==> config.mk <==
export PLATFORM = sky130hd
export DESIGN_NAME = ps2_scancode_receiver
export DESIGN_NICKNAME = d
export VERILOG_FILES = /design/src/rtl/ps2_scancode_receiver.sv
export SDC_FILE = /design/constraint.sdc
export NUM_CORES = 1
export LEC_CHECK = 0
export ABC_AREA = 1
export CAP_MARGIN = 20
export CORE_UTILIZATION = 62
export DETAILED_ROUTE_END_ITERATION = 7
export DONT_BUFFER_PORTS = 1
export GPL_ROUTABILITY_DRIVEN = 0
export PLACE_DENSITY = 0.85
export SYNTH_ARGS = -nofsm -noshare
export SYNTH_HDL_FRONTEND = slang
export SYNTH_SLANG_ARGS = --single-unit
==> constraint.sdc <==
create_clock -name clk -period 3.65 [get_ports clk]
set_clock_uncertainty 0.1 [all_clocks]
set_input_delay 0.73 -clock clk [delete_from_list [all_inputs] [get_ports clk]]
set_output_delay 0.73 -clock clk [all_outputs]
set_load 0.01 [all_outputs]
==> src/rtl/ps2_scancode_receiver.sv <==
// ps2_scancode_receiver: PS/2 device-to-host frame receiver feeding a first-word-fall-through byte FIFO.
// Ports: clk, rst_n (async, active-low); ps2_clk/ps2_data raw pins; rd pops the head;
// code is the head byte (8'h00 while empty); empty/full FIFO flags; frame_err/overflow one-cycle pulses.
module ps2_scancode_receiver #(
  parameter int FIFO_DEPTH = 8,
  parameter int TIMEOUT_CYCLES = 5000
) (
  input  logic       clk,
  input  logic       rst_n,
  input  logic       ps2_clk,
  input  logic       ps2_data,
  input  logic       rd,
  output logic [7:0] code,
  output logic       empty,
  output logic       full,
  output logic       frame_err,
  output logic       overflow
);
  localparam int AW = $clog2(FIFO_DEPTH);
  localparam int TW = $clog2(TIMEOUT_CYCLES);
  typedef enum logic [1:0] {IDLE, DATA, PARITY, STOP} state_t;
  state_t state, state_n;
  logic c1, c2, c3, d1, d2, fall, timeout;
  logic [2:0] bit_cnt, bit_cnt_n;
  logic [7:0] sh, sh_n, head_n;
  logic par_ok, par_ok_n, push, ferr_n;
  logic [TW-1:0] tcnt, tcnt_n;
  logic [7:0] mem [FIFO_DEPTH];
  logic [AW-1:0] rptr, wptr, rptr_n;
  logic [AW:0] cnt, cnt_n;
  logic wr, rdp;
  // c3 holds the previous synced clock so the edge is seen one cycle after c2 drops
  assign fall = c3 & ~c2;
  assign timeout = (state != IDLE) && !fall && (tcnt == TW'(TIMEOUT_CYCLES - 1));
  always_comb begin
    state_n = state;
    bit_cnt_n = bit_cnt;
    sh_n = sh;
    par_ok_n = par_ok;
    push = 1'b0;
    ferr_n = 1'b0;
    tcnt_n = (fall || state == IDLE) ? '0 : tcnt + 1'b1;
    if (timeout) begin
      state_n = IDLE;
      ferr_n = 1'b1;
      tcnt_n = '0;
    end else if (fall) begin
      case (state)
        IDLE: begin
          state_n = d2 ? IDLE : DATA;
          bit_cnt_n = d2 ? bit_cnt : 3'd0;
        end
        DATA: begin
          sh_n = {d2, sh[7:1]};
          bit_cnt_n = bit_cnt + 3'd1;
          state_n = (bit_cnt == 3'd7) ? PARITY : DATA;
        end
        PARITY: begin
          par_ok_n = ^{sh, d2};
          state_n = STOP;
        end
        STOP: begin
          push = d2 & par_ok;
          ferr_n = ~(d2 & par_ok);
          state_n = IDLE;
        end
        default: state_n = IDLE;
      endcase
    end
  end
  // A push into a full FIFO still lands when the same cycle pops the head
  assign wr = push && (!full || rd);
  assign rdp = rd && !empty;
  assign rptr_n = rptr + AW'(rdp);
  assign cnt_n = cnt + (AW+1)'(wr) - (AW+1)'(rdp);
  // Forward the byte being written when it becomes the new head
  assign head_n = (cnt_n == '0) ? 8'h00 : (wr && rptr_n == wptr) ? sh : mem[rptr_n];
  always_ff @(posedge clk or negedge rst_n) begin
    if (!rst_n) begin
      {c1, c2, c3, d1, d2} <= 5'b11111;
      state <= IDLE;
      bit_cnt <= '0;
      sh <= '0;
      par_ok <= 1'b0;
      tcnt <= '0;
      rptr <= '0;
      wptr <= '0;
      cnt <= '0;
      code <= 8'h00;
      empty <= 1'b1;
      full <= 1'b0;
      frame_err <= 1'b0;
      overflow <= 1'b0;
    end else begin
      {c1, c2, c3} <= {ps2_clk, c1, c2};
      {d1, d2} <= {ps2_data, d1};
      state <= state_n;
      bit_cnt <= bit_cnt_n;
      sh <= sh_n;
      par_ok <= par_ok_n;
      tcnt <= tcnt_n;
      rptr <= rptr_n;
      wptr <= wptr + AW'(wr);
      cnt <= cnt_n;
      code <= head_n;
      empty <= cnt_n == '0;
      full <= cnt_n == (AW+1)'(FIFO_DEPTH);
      frame_err <= ferr_n;
      overflow <= push && full && !rd;
    end
  end
  always_ff @(posedge clk) if (wr) mem[wptr] <= sh;
endmodule

Yosys cells after proc, flatten, opt, wreduce, memory -nomap -nowiden
Memory sizes are Yosys's and may differ from the RTL's.
Index checks and enable logic that the tools add are counted.
{"block": "totals", "mem_bits_rw": 64, "mem_count": 1, "out_inout_bits": 12, "word_cells": 79, "input_bits": 5, "reg_bits": 54}
{"block": "op_classes", "n_bitwise": 5, "n_reduce_logical": 22, "add_sub_neg": 6, "n_eq_ne": 8, "n_mux": 19}
{"name": "mem", "words": 8, "width": 8, "read_ports": 1, "rd_clocked_by_memory_dff": 0, "write_ports": 1, "line_no": "28", "text": "logic [7:0] mem [FIFO_DEPTH];"}
{"cell": "$mux W13", "n": 2}
{"cell": "$mux W8", "n": 2}
{"cell": "$add A13 B1 Y13 const B", "n": 1}
{"cell": "$eq A13 B13 Y1 const B", "n": 1}
{"cell": "$mux W1", "n": 9}
{"cell": "$reduce_xor A9 Y1", "n": 1}
{"cell": "$pmux W2 S4", "n": 1}
{"cell": "$logic_and A1 B1 Y1", "n": 7}
{"cell": "$add A3 B1 Y3", "n": 2}
{"cell": "$mux W2", "n": 3}
{"cell": "$pmux W3 S2", "n": 1}
{"cell": "$reduce_and A3 Y1", "n": 2}
{"cell": "$reduce_bool A2 Y1", "n": 3}
{"cell": "$add A4 B1 Y4", "n": 1}
{"cell": "$eq A2 B2 Y1 const B", "n": 2}
{"cell": "$eq A4 B4 Y1 const B", "n": 1}
{"cell": "$logic_not A1 Y1", "n": 4}
{"cell": "$logic_not A4 Y1", "n": 1}
{"cell": "$reduce_and A4 Y1", "n": 1}
{"cell": "$sub A4 B1 Y4", "n": 1}
{"cell": "$add A3 B1 Y3 const B", "n": 1}
{"cell": "$eq A3 B3 Y1", "n": 1}
{"cell": "$eq A3 B3 Y1 const B", "n": 1}
{"cell": "$mux W3", "n": 1}
{"cell": "other kinds (6)", "n": 10}

Depth between registers and ports, before layout
Gate-level depths: netlist (run 1).
{"block": "logic_depth", "word_depth": 11, "mapped_depth": 18, "ltp_nobuf": 18}

Worst setup path after synthesis (run 1)
OpenSTA, ideal clock, no wires.
{"block": "synth_path", "kind": "flip-flop to flip-flop", "from": "register c3", "to": "register code[2]", "arrival_ps": 2610, "path_stages_with_launch": 16, "t_required_ps": 3433, "synth_period_minus_slack_ps": 2827, "setup_time_ps": 117, "slack_ps": 823, "n_path_buf": 0, "path_cell_list": "dfstp_2 > nand2_1 > nor2_4 > nand3b_2 > inv_2 > nand2_1 > ha_1 > inv_1 > ha_1 > inv_1 > fa_1 > inv_1 > nor3_1 > nand2_2 > nand2_1 > nor2_1"}
{"block": "synth_via", "elab_chain_len": 10, "word_cells_on_any_way": 13, "cone_classes": "add/sub: 2; mux: 4; bitwise: 1; reduce/logical: 6"}
{"item": "start, declared", "line_no": "23", "text": "logic c1, c2, c3, d1, d2, fall, timeout;"}
{"item": "start signal, assigned", "line_no": "95", "text": "{c1, c2, c3} <= {ps2_clk, c1, c2};"}
{"item": "$and A1 B1 Y1 (*)", "line_no": "33", "text": "assign fall = c3 & ~c2;"}
{"item": "$logic_not A1 Y1", "line_no": "34", "text": "assign timeout = (state != IDLE) && !fall && (tcnt == TW'(TIMEOUT_CYCLES - 1));"}
{"item": "$logic_and A1 B1 Y1 (2 in series)", "line_no": "34"}
{"item": "$mux W1 (*)", "line_no": "43", "text": "if (timeout) begin"}
{"item": "$logic_and A1 B1 Y1 (*)", "line_no": "72", "text": "assign wr = push && (!full || rd);"}
{"item": "$add A4 B1 Y4 (*)", "line_no": "75", "text": "assign cnt_n = cnt + (AW+1)'(wr) - (AW+1)'(rdp);"}
{"item": "$sub A4 B1 Y4 (*)", "line_no": "75"}
{"item": "net cnt_n[1]", "line_no": "30", "text": "logic [AW:0] cnt, cnt_n;"}
{"item": "$logic_not A4 Y1 (*)", "line_no": "77", "text": "assign head_n = (cnt_n == '0) ? 8'h00 : (wr && rptr_n == wptr) ? sh : mem[rptr_n];"}
{"item": "$mux W8 (*)", "line_no": "77"}
{"item": "net head_n[2]", "line_no": "25", "text": "logic [7:0] sh, sh_n, head_n;"}
{"item": "end signal, assigned", "line_no": "105", "text": "code <= head_n;"}
{"item": "end, declared", "line_no": "13", "text": "output logic [7:0] code,"}
Mark *: on every way through the listed nets, which the timed path passes. The rest lies on a longest branch.
A chain may end at the register's enable or synchronous reset.

Worst setup path in the final report (run 1)
Ends and elaborated chain as after synthesis.

==> results of run 1 <==
-- cell families (layout without fill, tap and decap cells) --
family                   Yosys count  after routing  synth area share, %
adder cells (fa/ha/maj)           12             12                 2.94
flip-flops                       118            118                 61.1
buffers and inverters             72            104                 5.34
AO/OA/AOI/OAI                     26             26                 2.82
XOR/XNOR                          11             11                 2.08
AND/OR/NAND/NOR                  318            318                 25.7
-- sequential cells by signal, indices dropped and copies added, names as in the netlist, 2 cells and up --
| name | count |
|---|---|
| cnt | 4 |
| rptr | 3 |
| sh | 8 |
| code | 8 |
| wptr | 3 |
| bit_cnt | 3 |
| state | 2 |
| tcnt | 13 |
| mem | 64 |
-- worst max path at each step --
stage                     slack (ns)      end  depth (start not counted)  startpoint
final                           0.40  code[2]                         15          c3
after global routing            0.20  code[2]                         15          c3
after CTS                       0.40  code[2]                         15          c3
after detailed placement        0.46  code[0]                         15          c3
after global placement          0.63  code[5]                         15          c3
after floorplan                 0.82  code[2]                         15          c3
-- power by group --
part / total [mW] / switching (mW) / internal, mW
clock: 1.57 / 0.693 / 0.877
combinational: 1.76 / 1.19 / 0.565
sequential: 1.95 / 0.271 / 1.68
total: 5.28 / 2.16 / 3.12
-- routing by layer --
metal | part of all wire (%) | routed length (um)
met1 | 39 | 4500
met2 | 51 | 5810
met3 | 6.8 | 776
met4 | 3.2 | 361
met5 | 0 | 0
-- worst max-delay path: stages, from the launching register on --
cell and delay, ns:
dfstp_2 0.53, nand2_1 0.14, nor2_4 0.22, nand3b_2 0.20
inv_2 0.08, nand2_1 0.08, ha_1 0.27, inv_1 0.05
ha_1 0.15, inv_1 0.05, fa_1 0.48, inv_1 0.06
nor3_1 0.29, nand2_2 0.21, nand2_1 0.13, nor2_1 0.07
-- placed cells by master, fill, tap and decap left out, types with 2 or more instances in the layout --
cell,count
o21ai_1,14
buf_4,11
ha_1,11
nand4_1,8
inv_2,12
inv_8,6
dfrtp_1,48
dfstp_2,6
nand3_1,44
clkinvlp_4,2
nand3b_1,2
o21ai_0,5
nand2_2,6
clkbuf_16,16
xnor2_1,2
nand2_1,182
inv_6,5
edfxtp_1,64
a21oi_1,2
inv_1,47
xor2_1,7
nor2_8,2
nor3_1,19
nor2_1,51
-- layout make-up --
cell class                 instances  area (um^2)
sequential                       118         3280
fill                             467         2180
multi-input combinational        367         1800
clock buffer                      17          414
inverter                          59          221
clock inverter                    15          151
tap                              105          131
timing repair buffer              13          120
-- metrics by stage --
stage / worst slack [ns] / cell area [um^2] / hold slack (ns) / cells
after floorplan: 0.823 / 5370 / 0.245 / 557
after global placement: 0.632 / 5520 / 0.246 / 660
after detailed placement: 0.457 / 5520 / 0.249 / 660
after CTS: 0.396 / 6120 / 0.0930 / 694
after global routing: 0.203 / 6120 / 0.0915 / 694
final: 0.398 / 6120 / 0.101 / 694
==> reports/metrics.cfg, run 1 <==
[run_status]
outcome=completed

[sta]
fin_crit_sh_pct=89.1
fmax_mhz=308
fin_crit_ns=3.25
rsz0062_at_grt=no
hold_viol=0
worstMarginPinSlew_ns=0.549
drv_slew=0
finalSetupViolCount=0
relSlewSlack_pct=63.3
fin_tns_setup_ns=0

[global_route]
use_met2_pct=48.0
grt.overflow.total=0
met1_usage_pct=34.1
grt_max_degree=55
top_usage_layer=met2
antenna_found_initial=0
grt_pass1_vias=3885
use_met3_pct=6.78
grt_pass1_wl_mm=18.6
grtUsageTotal_pct=28.4

[power_and_ir_drop]
power.density_nw_per_um2=862
ir_worst_vdd_mv=0.696
leakage_nw=2.79
power.total_mw=5.28

[clocking]
clk_latency_ns=0.52
cts_resized=0
cts-htree-levels=4
cts_buffer_depth=2
tritoncts=done
numCtsBuffers=17
cts.sinks=118
cts-root-buf=clkbuf_8
cts_setup_buffers=0
path_clk_slew_ns=0.06
postCtsHoldBufs=2

[yosys]
synthMostInstantiatedCell=nand2_1
yosys_most_used_dff=edfxtp_1
ys.warnings.count=0
ys_top_cells_by_area=edfxtp_1, dfrtp_1, nand2_1
synth_edf_count=64
syn-num-nets=574
synth_cells=557
ys_top_cells_by_count=nand2_1, edfxtp_1, nor2_1, dfrtp_1, inv_1
ys_ff_latch=118
yosysSeqAreaShare_pct=61.1
synth-async-reset-ratio_pct=45.8
synth_cell_type_count=35
yosys.area.top_type=edfxtp_1
synth_top_area_share_pct=35.8
synth_area_per_cell_um2=9.63
syn_area_um2=5370

[layout]
antenna_cells=0
utilization_pct=73.7
nNetsFinal=593
areaGrowthSynthToFinish_pct=14.0
drive_gt1_share_pct=12.9

[critical_path]
crit_required_ns=3.95
crit_fanout=9
crit_type=reg -> reg
r2r_cells=15
reg2reg_from=c3
endpoint_kind=flip-flop
startpoint_type=flip-flop
r2r_end=code[2]
worstPathArrival_ns=3.55
rrSetupSlack_ns=0.40

[routing]
drt_iter0_markers=413
routedWlPerCell_um=16.5
drc=0
firstDrtPassIters=5
via_count=3944
via_per_inst=5.68
ant_nets=0
routed_wl_mm=11.4

[hold_path]
min_to=d1
hold-path-cell-count=0
min_from=ps2_data
holdCritPathClass=in -> reg

[place]
dp_hpwl_mm=7.14
io_buffers=0

[floorplanning]
rows=33
die_area_um2=9030
dieHeight_um=95.0
core_um2=8300
start_util_pct=64.7
io_pins=17
fp.dieW_um=95.0

[flow_run]
drv_cap=0

(Power assumes the default switching activity.)
==> run 2, diff against run 1 <==
- CAP_MARGIN: 20 -> unset
==> results of run 2 <==
Same layout as run 1: the final DEF is identical, and so are final timing and power.
==> run 3, diff against run 2 <==
- MAX_ROUTING_LAYER: unset -> met4
==> run 3 against run 2 <==
Net effect: combinational power about the same; final cell count unchanged; hold slack better by 0.0015 ns; largest cell class unchanged; critical endpoint unchanged.
==> reports/metrics.cfg, run 3 (same netlist as run 1, synthesis figures left out) <==
[run_status]
outcome=completed  ; unchanged

[clocking]
path_clk_slew_ns=0.06  ; about the same
cts-root-buf=clkbuf_8  ; unchanged
tritoncts=done  ; unchanged
cts-htree-levels=4  ; unchanged
cts_setup_buffers=0  ; unchanged
cts_buffer_depth=2  ; unchanged
cts.sinks=118  ; unchanged
numCtsBuffers=17  ; unchanged
postCtsHoldBufs=2  ; unchanged
clk_latency_ns=0.52  ; about the same
cts_resized=0  ; unchanged

[flow_run]
drv_cap=0  ; unchanged

[floorplanning]
core_um2=8300  ; unchanged
dieHeight_um=95.0  ; unchanged
fp.dieW_um=95.0  ; unchanged
rows=33  ; unchanged
io_pins=17  ; unchanged
start_util_pct=64.7  ; unchanged
die_area_um2=9030  ; unchanged

[critical_path]
startpoint_type=flip-flop  ; unchanged
slowest_delay_ns=0.53  ; about the same
crit_required_ns=3.95  ; about the same
crit_type=reg -> reg  ; unchanged
path_cells=nand2_1, nor2_4, nand3b_2, inv_2, nand2_1, ha_1, inv_1, ha_1, inv_1, fa_1, inv_1, nor3_1, nand2_2, nand2_1, nor2_1  ; unchanged
crit_fanout=9  ; unchanged
reg2reg_from=c3  ; unchanged
rrSetupSlack_ns=0.40  ; about the same
worstPathArrival_ns=3.56  ; was 3.55 ns
endpoint_kind=flip-flop  ; unchanged
r2r_cells=15  ; unchanged
cp_slowest_cell=dfstp_2  ; unchanged
r2r_end=code[2]  ; unchanged

[layout]
nNetsFinal=593  ; unchanged
drive_gt1_share_pct=12.9  ; unchanged
largest_reg_flops=64  ; unchanged
areaGrowthSynthToFinish_pct=14.0  ; unchanged
largest_registers=mem x64, tcnt x13  ; unchanged
mostFrequentLayoutCells=nand2_1, edfxtp_1, nor2_1  ; unchanged
final_common_cell=nand2_1  ; unchanged
top_register=mem  ; unchanged
antenna_cells=0  ; unchanged
utilization_pct=73.7  ; unchanged

[routing]
via_per_inst=5.65  ; was 5.68
routed_wl_mm=11.4  ; about the same
firstDrtPassIters=6  ; was 5
ant_nets=0  ; unchanged
routedWlPerCell_um=16.5  ; about the same
via_count=3924  ; was 3,944
drt_iter0_markers=398  ; was 413
drc=0  ; unchanged

[sta]
fin_crit_ns=3.25  ; about the same
finalSetupViolCount=0  ; unchanged
fin_tns_setup_ns=0  ; unchanged
relSlewSlack_pct=62.6  ; was 63.3%
fmax_mhz=307  ; was 308 MHz
rsz0062_at_grt=no  ; unchanged
hold_viol=0  ; unchanged
worstMarginPinSlew_ns=0.560  ; was 0.549 ns
fin_crit_sh_pct=89.1  ; about the same
drv_slew=0  ; unchanged

[power_and_ir_drop]
ir_worst_vdd_mv=0.695  ; was 0.696 mV
power.density_nw_per_um2=862  ; about the same
leakage_nw=2.79  ; unchanged

[global_route]
grt.overflow.total=0  ; unchanged
antenna_found_initial=0  ; unchanged
grt_max_degree=55  ; unchanged
use_met3_pct=7.34  ; was 6.78%
grt_pass1_vias=3910  ; was 3,885
met1_usage_pct=34.0  ; was 34.1%
grt_pass1_wl_mm=18.6  ; about the same
use_met2_pct=47.4  ; was 48.0%
grtUsageTotal_pct=29.4  ; was 28.4%
top_usage_layer=met2  ; unchanged

[place]
dp_hpwl_mm=7.14  ; unchanged
io_buffers=0  ; unchanged

[hold_path]
holdCritPathClass=in -> reg  ; unchanged
min_to=d1  ; unchanged
hold-path-cell-count=0  ; unchanged
min_from=ps2_data  ; unchanged

-- run 3: power by group --
group	internal, mW	leakage (nW)	total [mW]	switching, mW
clock network	0.877	0.275	1.57	0.695
registers	1.68	1.27	1.94	0.267
logic	0.565	1.25	1.76	1.19
total	3.12	2.79	5.27	2.15
-- run 3: routing by layer --
metal	wire length (um)	vias up	part of all wire [%]
li1	-	1862	-
met1	4400	1848	38
met2	5870	182	51
met3	860	32	7.5
met4	303	0	2.6
met5	0	-	0
-- run 3: worst max-delay path: cells and delay by family (launching register included) --
kind          cells  cell delay [ns]
fa+ha+maj         3             0.90
simple gates      8             1.36
buf+inv           4             0.24
flops             1             0.53
-- run 3: worst max path at each step --
stage | from | endpoint | slack, ns | cells past startpoint
floorplan | c3 | code[2] | 0.82 | 15
global placement | c3 | code[5] | 0.63 | 15
detailed placement | c3 | code[0] | 0.46 | 15
CTS | c3 | code[2] | 0.40 | 15
global route | c3 | code[2] | 0.20 | 15
finish | c3 | code[2] | 0.40 | 15
-- run 3: cell type report --
| class | count | area [um^2] |
|---|---|---|
| fill | 467 | 2180 |
| sequential | 118 | 3280 |
| clock buffer | 17 | 414 |
| inverter | 59 | 221 |
| timing repair buffer | 13 | 120 |
| multi-input combinational | 367 | 1800 |
| clock inverter | 15 | 151 |
| tap | 105 | 131 |
-- run 3: metrics by stage --
| step | total power, mW | cells | hold WS [ns] | instance area [um^2] | worst slack (ns) |
|---|---|---|---|---|---|
| floorplan | 3.15 | 557 | 0.245 | 5370 | 0.823 |
| global route | 5.59 | 694 | 0.0894 | 6120 | 0.203 |
| detailed placement | 3.61 | 660 | 0.249 | 5520 | 0.457 |
| finish | 5.27 | 694 | 0.102 | 6120 | 0.396 |
| CTS | 5.26 | 694 | 0.0930 | 6120 | 0.396 |
| global placement | 3.50 | 660 | 0.246 | 5520 | 0.632 |
==> variant 1, RTL diff (config.mk and constraints of run 1) <==
`FIFO_DEPTH`: 8 -> 4.
--- a/src/rtl/ps2_scancode_receiver.sv
+++ b/src/rtl/ps2_scancode_receiver.sv
@@ -4,3 +4,3 @@
 module ps2_scancode_receiver #(
-  parameter int FIFO_DEPTH = 8,
+  parameter int FIFO_DEPTH = 4,
   parameter int TIMEOUT_CYCLES = 5000
Behaviour: no difference found for any inputs over 10 cycles, from zero or initial values and one cycle with rst_n low; that may be too few to reach the edited logic, so the function may still have changed.
==> variant 1 against run 1 <==
Synthesized area is 31% lower; setup slack better by 0.063 ns; clock power is 55% lower; fmax is 2.0% higher; synthesized cell count is 30% lower; non-clock buffer count is 7 lower; sequential cell count is 35 lower; routed wire length is 38% lower; total power is 45% lower; worst hold slack better by 0.0056 ns; final area is 34% lower.
==> variant 1: results (changes against run 1) <==
Synth unique cells: 27 (was 35)
Post-synth EDFFs: 32 (was 64)
Top post-synthesis cells by area: dfrtp_1 30%, edfxtp_1 26%, nand2_1 8.9% (was edfxtp_1 36%, dfrtp_1 22%, nand2_1 13%)
Pre-antenna DRT Iters: 4 (was 5)
Syn_nets: 405 (was 574)
Leading area contributor after synthesis: dfrtp_1 (was edfxtp_1)
Met2 global-route usage: 42.7% (was 48.0%)
GRT Overall Usage: 25.6% (was 28.4%)
Async S/R FF share, synth: 61.4% (was 45.8%)
CTS Buf Count: 9 (was 17)
Seq/Total Area, Yosys: 60.3% (was 61.1%)
GR Layer Usage met3: 4.34% (was 6.78%)
Vias: 2673 (was 3944)
Met1 usage: 31.7% (was 34.1%)
Slew @ Worst Pin: 0.921 ns (was 0.549 ns)
Hold Path Class: in -> async (was in -> reg)
H-tree levels: 3 (was 4)
Pre-CTS setup slack: 0.557 ns (was 0.457 ns)
Largest net degree at the start of global routing: 46 (was 55)
Final-stage net count: 416 (was 593)
Clock Latency Late Sink: 0.35 ns (was 0.52 ns)
DP Cell Count: 463 (was 660)
Filler cells: 380 (was 467)
Clock transition time at the flip-flop clock pins of the worst setup and hold paths: 0.08 ns (was 0.06 ns)
Total wire length: 7130 um (was 11400 um)
Via/cell ratio: 5.57 (was 5.68)
Largest regs: mem (32), tcnt (13) (was mem (64), tcnt (13))
DR iter-0 viols: 144 (was 413)
Vias in the first global route: 2508 (was 3885)
Share of layout cells above drive strength 1: 9.56% (was 12.9%)
Status: finished clean (unchanged)
Leak: 1.82 nW (was 2.79 nW)
variant 1: metal layers:
metal  vias to the layer above  wire length, um
met5                         -                0
met4                         0              170
li1                       1277                -
met3                        17              445
met1                      1270             2990
met2                       109             3520
variant 1: power breakdown:
part	switching (mW)	internal [mW]	leakage, nW
Clock	0.316	0.384	0.103
Sequential	0.149	1.16	0.943
Combinational	0.586	0.304	0.769
variant 1: area by class of cell:
class	count	area [um^2]	area share, %
timing repair buffer	6	65.1	1.60
inverter	48	180	4.44
clock inverter	5	77.6	1.91
multi-input combinational	255	1270	31.2
sequential	83	2240	55.4
tap	72	90.1	2.22
clock buffer	11	131	3.24
variant 1: worst reg2reg max path: cells and delay by family, from the launching register on:
| family | cells | cell delay [ns] |
|---|---|---|
| flip-flops | 1 | 0.52 |
| XOR/XNOR | 2 | 0.36 |
| buffers and inverters | 3 | 0.18 |
| adder cells (fa/ha/maj) | 3 | 0.85 |
| AND/OR/NAND/NOR | 7 | 1.12 |
variant 1: logic make-up (layout without fill, tap and decap cells):
logic type | after synthesis | count (layout) | synth area share, %
adders and majority gates | 8 | 8 | 2.89
xor gates and xnor gates | 13 | 13 | 3.26
buffers and inverters | 54 | 70 | 5.74
AOI/OAI and AO/OA | 42 | 42 | 5.81
DFF | 83 | 83 | 60.3
and+or+nand+nor | 192 | 192 | 22.0
variant 1: repair_timing:
action / 4_1_cts / 5_1_grt
hold buffers: 1 / 0
hold endpoints to repair: 45 / 0
setup endpoints to repair: 0 / 0
variant 1: how the worst min path moves through the flow:
stage                     start     to  slack, ns  cells past startpoint
final                     rst_n  empty       0.11                      0
after global routing      rst_n  empty       0.09                      0
after CTS                 rst_n  empty       0.09                      0
after detailed placement     c1     c2       0.25                      0
after global placement       c1     c2       0.25                      0
after floorplan              c1     c2       0.25                      0
==> variant 2, RTL diff (settings of run 1) <==
Made on the original files. Encoding of `state_t`: now one-hot (4 bits for 4 states).
--- a/src/rtl/ps2_scancode_receiver.sv
+++ b/src/rtl/ps2_scancode_receiver.sv
@@ -20,3 +20,3 @@
   localparam int TW = $clog2(TIMEOUT_CYCLES);
-  typedef enum logic [1:0] {IDLE, DATA, PARITY, STOP} state_t;
+  typedef enum logic [3:0] {IDLE = 4'b0001, DATA = 4'b0010, PARITY = 4'b0100, STOP = 4'b1000} state_t;
   state_t state, state_n;
Function: same outputs for any inputs over 10 cycles, from zero or initial values and one cycle with rst_n low; not proved beyond that.
==> variant 2 against run 1 <==
Worst hold slack better by 0.0012 ns; total power down 5.7%; synthesized area is 2.0% higher; routed wire length increased by 2.5%; sequential cell count grew 2; final area up 1.1%; non-clock buffer count shrank 5; setup slack better by 0.014 ns; largest cell class unchanged; highest routed layer unchanged.
==> variant 2: results (changes against run 1) <==
Vias in the first global route: 4072 (was 3885)
Top cells by count, synth: 181 x nand2_1, 64 x edfxtp_1, 54 x nand3_1 (was 182 x nand2_1, 64 x edfxtp_1, 51 x nor2_1)
First-pass GRT wire length: 19600 um (was 18600 um)
Vias: 3916 (was 3944)
Largest net degree at the start of global routing: 57 (was 55)
Synth warn: 0 (unchanged)
IO Port Bufs: 0 (unchanged)
CP max stage cell: dfstp_2 (unchanged)
Xor-xnor portion of the synthesized cell area: 2.40% (was 2.08%)
Filler cells: 497 (was 467)
CP Max Fanout: 12 (was 9)
Slew @ Worst Pin: 0.730 ns (was 0.549 ns)
Hold Path Class: in -> reg (unchanged)
Status: finished clean (unchanged)
CTS Buf Count: 17 (unchanged)
Seq/Total Area, Yosys: 60.9% (was 61.1%)
Peak supply drop: 0.000509 V (was 0.000696 V)
Clock root buffer: clkbuf_8 (unchanged)
Final-stage net count: 592 (was 593)
CP endpoint: code[3] (was code[2])
Total wire length: 11700 um (was 11400 um)
Post-synth EDFFs: 64 (unchanged)
H-tree levels: 4 (unchanged)
Mux share of post-synthesis cell area: 0% (unchanged)
Top post-synthesis cells by area: edfxtp_1 35%, dfrtp_1 22%, nand2_1 12% (was edfxtp_1 36%, dfrtp_1 22%, nand2_1 13%)
Compound-Gate Fraction of Synth Area: 2.17% (was 2.82%)
Clock Latency Late Sink: 0.52 ns (about the same)
Syn_nets: 578 (was 574)
ANT cells: 0 (unchanged)
Share of layout cells above drive strength 1: 12.6% (was 12.9%)
Leak: 2.78 nW (was 2.79 nW)
Adder-cell share of the synthesized area: 2.88% (was 2.94%)
Clock transition time at the flip-flop clock pins of the worst setup and hold paths: 0.06 ns (about the same)
Setup slack, reg-to-reg: 0.41 ns
WHS Path Cells: 0 (unchanged)
Synth unique cells: 35 (unchanged)
Biggest cell delay along the critical path: 0.53 ns (about the same)
R2R depth: 13 (was 15)
CP startpoint: c3 (unchanged)
Setup Fix Bufs, Post-CTS: 0 (unchanged)
Pre-antenna DRT Iters: 5 (unchanged)
GRT Overall Usage: 29.6% (was 28.4%)
DR iter-0 viols: 233 (was 413)
Net Sw Frac: 36.8% (was 40.9%)
Final setup viols: 0 (unchanged)
Post-detail-place hpwl: 7120 um (was 7140 um)
Async S/R FF share, synth: 46.7% (was 45.8%)
CP delay by family, top: simple AND/OR/NAND/NOR gates (unchanged)
[variant 2: worst min-delay path by stage]
stage	startpoint	slack [ns]	endpoint
2_1_floorplan	c1	0.25	c2
3_3_place_gp	c1	0.25	c2
3_5_place_dp	c1	0.25	c2
4_1_cts	ps2_clk	0.09	c1
5_1_grt	ps2_clk	0.08	c1
6_report	ps2_clk	0.10	c1
[variant 2: power groups by stage]
stage               combinational (mW)  clock (mW)  sequential (mW)
floorplan                         1.19           0             1.75
global placement                  1.38           0             1.80
detailed placement                1.46           0             1.81
CTS                               1.52        1.67             1.79
global route                      1.77        1.73             1.81
finish                            1.54        1.65             1.79
[variant 2: cell families (layout without fill, tap and decap cells)]
kind of cell	Yosys count	after routing
AO/OA/AOI/OAI	22	22
XOR/XNOR	15	15
adder cells (fa/ha/maj)	12	12
buffers and inverters	72	99
flip-flops	120	120
AND/OR/NAND/NOR	320	320
[variant 2: area by class of cell]
type	count	area share, %
flip-flops and latches	120	53.8
repair buffers	8	1.33
clock buffers	17	6.69
clock inverters	15	2.89
inverters	59	3.64
multi-input cells	369	29.5
well taps	105	2.12
[variant 2: stage by stage]
step	std cells	hold WS [ns]	utilization, %	setup slack, ns	instance area (um^2)
floorplan	561	0.245	-	0.874	5470
global placement	659	0.247	66.3	0.714	5560
detailed placement	659	0.250	66.3	0.581	5560
CTS	693	0.0861	73.8	0.413	6190
global route	693	0.0769	73.8	0.229	6190
finish	693	0.102	73.8	0.413	6190
[variant 2: layer usage]
layer / wire, um / GRT usage (%)
met5: 0 / 0
met4: 371 / 13.9
met3: 665 / 7.74
met2: 5960 / 51.1
met1: 4730 / 34.5
[variant 2: timing repair]
action	CTS	global route
hold endpoints to repair	56	0
setup endpoints to repair	0	0
hold buffers	2	0
